## src/rtl/me_feeder_pkg.sv

```systemverilog
// Shared types and constants for the motion-estimation row feeder.
// Pixel/word geometry and the feeder FSM state encoding live here.
package me_feeder_pkg;

  localparam int PIX_W      = 8;
  localparam int WORD_W     = 32;
  localparam int LOAD_WORDS = 4;
  localparam int PAIR_W     = 16;
  localparam int ROW_W      = LOAD_WORDS * WORD_W;

  typedef enum logic [1:0] {
    IDLE,
    LOAD,
    STREAM,
    DONE
  } feeder_state_e;

  // Earlier pixel pair of a word sits in the low half (byte 0 is earliest).
  function automatic logic [PAIR_W-1:0] word_pair(input logic [WORD_W-1:0] w,
                                                  input logic hi);
    return hi ? w[WORD_W-1:PAIR_W] : w[PAIR_W-1:0];
  endfunction

endpackage

```

## src/rtl/me_word_buf.sv

```systemverilog
// Two-entry 32-bit word FIFO holding fetched stream words until their
// pixel pairs drain. Push and pop may coincide in the same cycle.
module me_word_buf
  import me_feeder_pkg::*;
(
  input  logic              clk_i,
  input  logic              rst_i,
  input  logic              push_i,
  input  logic [WORD_W-1:0] push_data_i,
  input  logic              pop_i,
  output logic [WORD_W-1:0] head_o,
  output logic [1:0]        count_o
);

  logic [WORD_W-1:0] mem_q [2];
  logic              wr_ptr_q;
  logic              rd_ptr_q;
  logic [1:0]        count_q;
  logic              do_push;
  logic              do_pop;

  assign do_push = push_i && (count_q != 2'd2);
  assign do_pop  = pop_i && (count_q != 2'd0);

  always_ff @(posedge clk_i or posedge rst_i) begin
    if (rst_i) begin
      mem_q[0] <= '0;
      mem_q[1] <= '0;
      wr_ptr_q <= 1'b0;
      rd_ptr_q <= 1'b0;
      count_q  <= 2'd0;
    end else begin
      if (do_push) begin
        mem_q[wr_ptr_q] <= push_data_i;
        wr_ptr_q        <= ~wr_ptr_q;
      end
      if (do_pop) begin
        rd_ptr_q <= ~rd_ptr_q;
      end
      case ({do_push, do_pop})
        2'b10:   count_q <= count_q + 2'd1;
        2'b01:   count_q <= count_q - 2'd1;
        default: count_q <= count_q;
      endcase
    end
  end

  assign head_o  = mem_q[rd_ptr_q];
  assign count_o = count_q;

endmodule

```

## src/rtl/me_row_feeder.sv

```systemverilog
// Reference-row feeder: 4-word initial window load, then a pixel-pair stream.
// Optional stall counter output is enabled by defining ME_FEEDER_STALL_CNT_EN.
module me_row_feeder
  import me_feeder_pkg::*;
#(
  parameter int ROW_WORDS = 8,
  parameter int ADDR_W    = 12
) (
  input  logic              clk_i,
  input  logic              rst_i,
  input  logic              start_i,
  input  logic [ADDR_W-1:0] base_addr_i,
  output logic              mem_req_o,
  output logic [ADDR_W-1:0] mem_addr_o,
  input  logic [WORD_W-1:0] mem_rdata_i,
  output logic              row_load_o,
  output logic [ROW_W-1:0]  row_data_o,
  output logic              pair_valid_o,
  output logic [PAIR_W-1:0] pair_data_o,
  input  logic              pair_ready_i,
  output logic              busy_o,
  output logic              done_o
`ifdef ME_FEEDER_STALL_CNT_EN
  ,
  output logic [15:0]       stall_cnt_o
`endif
);

  localparam int CNT_W = $clog2(ROW_WORDS + 1);
  localparam logic [CNT_W-1:0] LAST_LOAD = CNT_W'(LOAD_WORDS - 1);
  localparam logic [CNT_W-1:0] LOAD_CNT  = CNT_W'(LOAD_WORDS);
  localparam logic [CNT_W-1:0] ROW_CNT   = CNT_W'(ROW_WORDS);

  feeder_state_e     state_q, state_d;
  logic [ADDR_W-1:0] addr_q, addr_d;
  logic [CNT_W-1:0]  rd_cnt_q, rd_cnt_d;
  logic              ld_pend_q;
  logic              st_pend_q;
  logic [1:0]        ld_rx_q;
  logic              half_q;
  logic              row_load_q;
  logic [ROW_W-1:0]  row_q;

  logic              ld_req;
  logic              st_req;
  logic              start_acc;
  logic              pair_fire;
  logic              last_fire;
  logic [WORD_W-1:0] buf_head;
  logic [1:0]        buf_cnt;

  me_word_buf u_word_buf (
    .clk_i       (clk_i),
    .rst_i       (rst_i),
    .push_i      (st_pend_q),
    .push_data_i (mem_rdata_i),
    .pop_i       (pair_fire && half_q),
    .head_o      (buf_head),
    .count_o     (buf_cnt)
  );

  assign pair_valid_o = (buf_cnt != 2'd0);
  assign pair_fire    = pair_valid_o && pair_ready_i;
  assign last_fire    = pair_fire && half_q && (buf_cnt == 2'd1) &&
                        !st_pend_q && (rd_cnt_q == ROW_CNT);

  // Stream reads are throttled so fetched-plus-in-flight words never exceed two.
  always_comb begin
    state_d   = state_q;
    addr_d    = addr_q;
    rd_cnt_d  = rd_cnt_q;
    ld_req    = 1'b0;
    st_req    = 1'b0;
    start_acc = 1'b0;
    case (state_q)
      IDLE, DONE: begin
        if (state_q == DONE) begin
          state_d = IDLE;
        end
        if (start_i) begin
          start_acc = 1'b1;
          state_d   = LOAD;
          addr_d    = base_addr_i;
          rd_cnt_d  = '0;
        end
      end
      LOAD: begin
        ld_req = (rd_cnt_q < LOAD_CNT);
        if (ld_req && (rd_cnt_q == LAST_LOAD) && (ROW_WORDS > LOAD_WORDS)) begin
          state_d = STREAM;
        end else if (row_load_q) begin
          state_d = DONE;
        end
      end
      STREAM: begin
        st_req = (rd_cnt_q != ROW_CNT) &&
                 (({1'b0, buf_cnt} + {2'b00, st_pend_q}) < 3'd2);
        if (last_fire) begin
          state_d = DONE;
        end
      end
      default: state_d = IDLE;
    endcase
    if (ld_req || st_req) begin
      addr_d   = addr_q + 1'b1;
      rd_cnt_d = rd_cnt_q + 1'b1;
    end
  end

  always_ff @(posedge clk_i or posedge rst_i) begin
    if (rst_i) begin
      state_q    <= IDLE;
      addr_q     <= '0;
      rd_cnt_q   <= '0;
      ld_pend_q  <= 1'b0;
      st_pend_q  <= 1'b0;
      ld_rx_q    <= 2'd0;
      half_q     <= 1'b0;
      row_load_q <= 1'b0;
      row_q      <= '0;
    end else begin
      state_q    <= state_d;
      addr_q     <= addr_d;
      rd_cnt_q   <= rd_cnt_d;
      ld_pend_q  <= ld_req;
      st_pend_q  <= st_req;
      row_load_q <= 1'b0;
      if (start_acc) begin
        ld_rx_q <= 2'd0;
      end else if (ld_pend_q) begin
        // Shifting in from the top leaves word 0 in the low bits after 4 words.
        row_q   <= {mem_rdata_i, row_q[ROW_W-1:WORD_W]};
        ld_rx_q <= ld_rx_q + 2'd1;
        if (ld_rx_q == 2'd3) begin
          row_load_q <= 1'b1;
        end
      end
      if (pair_fire) begin
        half_q <= ~half_q;
      end
    end
  end

`ifdef ME_FEEDER_STALL_CNT_EN
  logic [15:0] stall_cnt_q;

  always_ff @(posedge clk_i or posedge rst_i) begin
    if (rst_i) begin
      stall_cnt_q <= 16'd0;
    end else if (start_acc) begin
      stall_cnt_q <= 16'd0;
    end else if (pair_valid_o && !pair_ready_i && (stall_cnt_q != 16'hFFFF)) begin
      stall_cnt_q <= stall_cnt_q + 16'd1;
    end
  end

  assign stall_cnt_o = stall_cnt_q;
`endif

  assign mem_req_o   = ld_req || st_req;
  assign mem_addr_o  = addr_q;
  assign row_load_o  = row_load_q;
  assign row_data_o  = row_q;
  assign pair_data_o = pair_valid_o ? word_pair(buf_head, half_q) : '0;
  assign busy_o      = (state_q == LOAD) || (state_q == STREAM);
  assign done_o      = (state_q == DONE);

endmodule

```

## config.mk

```make
export PLATFORM = sky130hd
export DESIGN_NAME = me_row_feeder
export DESIGN_NICKNAME = d
export VERILOG_FILES = /design/src/rtl/me_feeder_pkg.sv /design/src/rtl/me_word_buf.sv /design/src/rtl/me_row_feeder.sv
export SDC_FILE = /design/constraint.sdc
export NUM_CORES = 1
export LEC_CHECK = 0
export ABC_AREA = 1
export CELL_PAD_IN_SITES_DETAIL_PLACEMENT = 1
export CELL_PAD_IN_SITES_GLOBAL_PLACEMENT = 1
export CORE_ASPECT_RATIO = 1.5
export CORE_UTILIZATION = 44
export CTS_BUF_LIST = sky130_fd_sc_hd__clkbuf_8
export DETAILED_ROUTE_END_ITERATION = 16
export GPL_TIMING_DRIVEN = 0
export PLACE_DENSITY_LB_ADDON = 0.1
export SYNTH_ARGS = -nofsm -noshare
export SYNTH_HDL_FRONTEND = slang
export SYNTH_SLANG_ARGS = --single-unit
```

## constraint.sdc

```tcl
create_clock -name clk_i -period 16.2 [get_ports clk_i]
set_input_delay 4.05 -clock clk_i [delete_from_list [all_inputs] [get_ports clk_i]]
set_output_delay 4.05 -clock clk_i [all_outputs]
set_load 0.01 [all_outputs]
```

==> qor.txt <==
=================================================================================
Cell area after layout                                                12700 sq um
RSZ-0062 raised after global routing                                           no
Source-to-sink clock delay at the later pin of the worst-skew pair        0.52 ns
Clock power share                                                           0.163
Cell count after synthesis                                                    901
Final critical delay including setup and external delays                  6.78 ns
Number of antenna violations at the first check in global routing               0
Max Clock Freq                                                          0.147 GHz
Placed inst area                                                      12000 sq um
Maximum capacitance violations                                                  0
Count of fill cells added during filler insertion                            2293
Critical-path top delay cell                                         clkdlybuf4s50_1
Vias after detailed routing                                                  7386
Largest stage delay on the critical path                                  0.59 ns
Global Route Usage Sum                                                      0.258
Boundary pin count                                                            209
Storage cell area                                                      5510 sq um
Largest fanout on the critical path                                            10
Initial cell density of the core                                            0.452
Hold Path Stages                                                                2
Count of inserted antenna diode cells                                           0
Largest clock skew in the final design                                  0.0218 ns
Critical path, cell by cell                                          buf_2 > inv_1 > clkbuf_1 > o21ai_0 > a21oi_1 > clkdlybuf4s50_1
Register clock-pin slew on the reported worst setup and hold paths        0.06 ns
Sinks on Clock Net                                                            220
Number of iterations in the first detailed-routing pass                         4
Final Hold Viols                                                                0
Synth Area per Inst                                                    10.6 sq um
Die Footprint                                                         22300 sq um
DRC errors left                                                                 0
Reg-to-reg critical path startpoint                                    state_q[0]
Internal                                                                  1.78 mW
Inserted Clock Buffers                                                         36
Net switching fraction of the power                                         0.384
Required time reported for the critical path endpoint                    12.15 ns
Global-route wire length before repair                                   43800 um
Number of slew-limit violations in the final report                             0
Growth of design area from synthesis to finish                              33.0%
Flop pwr share                                                              0.347
Routed vias/inst                                                             5.14
Max_slew headroom                                                           0.473
Element type at the critical path end                                 output port
Number of distinct library cells after synthesis                               30
Routed wire per std cell                                                  19.5 um
Root cell of the clock tree                                              clkbuf_8
Top cell type's share of synthesized area                                   0.577
Logic depth of the worst register-to-register path                              7
Remaining antenna violation count after routing                                 0
Proportion of power drawn by combinational gates                            0.489
Largest net degree at the start of global routing                             112
CTS H-tree lvls                                                                 2
Yosys top cell by area                                                    dfrtp_1
Pwr/cell area                                                         228 nW/um^2
Sum of net half-perimeters after detailed placement                      20200 um
Post_cts resized                                                                0
Min-delay worst type                                                 flip-flop to flip-flop
Fraction of the yosys area taken by sequential cells                        0.577
Core area                                                             21100 sq um
Final weighted congestion in routability-driven placement                   0.826
Count of input and output buffers                                             208
Setup violation total in the final timing report                                0
Fraction of final layout cells with drive strength greater than 1           0.185
Via count of the first global-routing pass                                   8084
Post-Syn Nets                                                                 960
Crit path launch type                                                   flip-flop
Total number of placement rows                                                 65
Destination of the worst register-to-register timing path            row_data_o[0]
Vertical die dimension                                                     182 um
Startpoint of the most critical setup path                           u_word_buf.rd_ptr_q
Final period utilization                                                    0.419
Arrival time at the worst endpoint                                        2.73 ns
Category of the critical setup timing path                           flip-flop to output port
Buffer depth of the longest clock path                                          3
Status                                                               complete, no violations
Tightest Pin Transition                                                  0.791 ns
Routed wire length                                                       28000 um
Initial drt markers                                                           285
Horizontal die dimension                                                   122 um
Area of the mapped netlist                                             9550 sq um
Number of setup buffers added after CTS                                         0
Hold buffer count at CTS                                                        0
#FFs+latches synth                                                            220
Leakage component of the power                                            6.03 nW
Peak VDD IR                                                              0.113 mV
Sink of the worst hold path                                          u_word_buf.mem_q[28]
GRT Residual Overflow                                                           0
Final layout net count                                                       1207
Synth warnings                                                                  0
Net switching power                                                       1.11 mW
Multi-input logic area                                                 3500 sq um
Setup TNS                                                                    0 ns
Clock tree from TritonCTS                                                    done
Worst hold start                                                     u_word_buf.mem_q[28]
Biggest area contributors in the synthesized netlist                 dfrtp_1 (58%), mux2_2 (8.4%), nand2_1 (6.4%)
Flop2flop setup slack                                                    14.19 ns
=================================================================================
[power by group through the flow]
stage,Combinational [mW],Clock (mW),Sequential [mW]
2_1_floorplan,0.702,0,1.04
3_3_place_gp,1.37,0,0.996
3_5_place_dp,1.42,0,1.01
4_1_cts,1.44,0.488,1.01
5_1_grt,1.54,0.508,1.04
6_report,1.42,0.473,1.01
[per-stage QoR]
stage / std cells / power, mW / setup WS [ns] / utilization / hold WS [ns]
6_report: 1437 / 2.90 / 9.42 / 0.600 / 0.478
3_3_place_gp: 1377 / 2.37 / 3.13 / 0.566 / 0.458
3_5_place_dp: 1378 / 2.44 / 9.95 / 0.568 / 0.468
2_1_floorplan: 901 / 1.74 / 6.13 / - / 0.446
5_1_grt: 1437 / 3.09 / 9.28 / 0.600 / 0.498
4_1_cts: 1437 / 2.93 / 9.39 / 0.600 / 0.482
[layer usage]
metal / wire length (um) / GRT usage / vias to the layer above
met3: 1550 / 0.0541 / 62
met4: 1120 / 0.114 / 0
li1: - / - / 3449
met5: 0 / 0 / -
met1: 10300 / 0.278 / 3665
met2: 15000 / 0.473 / 210
[cell families (layout without fill, tap and decap cells)]
kind of cell / Yosys count / count (layout) / synth area share
AND/OR/NAND/NOR: 287 / 287 / 0.124
flip-flops: 220 / 220 / 0.577
AO/OA/AOI/OAI: 167 / 167 / 0.0981
buffers and inverters: 113 / 381 / 0.0571
multiplexers: 96 / 96 / 0.123
adder cells (fa/ha/maj): 11 / 11 / 0.0144
XOR/XNOR: 7 / 7 / 0.00642
[worst max-delay path by stage]
stage                           endpoint
after CTS                 pair_data_o[5]
after global routing      pair_data_o[5]
after detailed placement  pair_data_o[5]
after global placement    row_data_o[99]
final                     pair_data_o[8]
after floorplan                   half_q
[worst max-delay path, delay by kind of cell, from the launching register on]
family	cells	cell delay [ns]
AOI/OAI and AO/OA	2	0.62
buffers and inverters	4	1.24
DFF	1	0.35
[layout make-up]
class / count / share of cell area
Tap cell: 268 / 0.0264
Clock inverter: 12 / 0.00374
Inverter: 69 / 0.0210
Timing Repair Buffer: 209 / 0.166
Buffer: 44 / 0.0226
Multi-Input combinational cell: 568 / 0.276
Clock buffer: 47 / 0.0510
Sequential cell: 220 / 0.434
[registers in the layout (all words and copies together) (netlist names), 2 cells and up]
register / cells
ld_rx_q: 2
u_word_buf.count_o: 2
u_word_buf.mem_q: 64
state_q: 2
mem_addr_o: 12
row_data_o: 128
rd_cnt_q: 4
[cell usage after synthesis]
cell	count
dfrtp_1	220
ha_1	11
o211ai_1	6
clkbuf_1	12
nor2_4	1
nor2_1	82
mux2_4	25
buf_6	10
nand4_1	2
nand2_1	164
inv_1	65
or2_1	1
nand2_2	2
xnor2_1	4
buf_1	1
buf_4	8
xor2_1	3
nand3b_1	3
nand3_2	2
inv_2	4
nand3_4	1
o21ai_0	110
nand3_1	24
o21ai_2	23
o21ai_1	10
nand2_4	2
buf_2	13
mux2_2	71
nor2_2	3
a21oi_1	18
[cells in the final DEF (no fill, tap or decap)]
cell type / instances
a21oi_1: 18
buf_1: 1
buf_16: 1
buf_2: 13
buf_4: 8
buf_6: 10
clkbuf_1: 12
clkbuf_8: 47
clkdlybuf4s50_1: 208
clkinv_2: 2
dfrtp_1: 220
ha_1: 11
inv_1: 74
inv_2: 4
inv_8: 1
mux2_2: 71
mux2_4: 25
nand2_1: 164
nand2_2: 2
nand2_4: 2
nand3_1: 24
nand3_2: 2
nand3_4: 1
nand3b_1: 3
nand4_1: 2
nor2_1: 82
nor2_2: 3
nor2_4: 1
o211ai_1: 6
o21ai_0: 110
o21ai_1: 10
o21ai_2: 23
or2_1: 1
xnor2_1: 4
xor2_1: 3
Power figures use the tool's default switching activity.
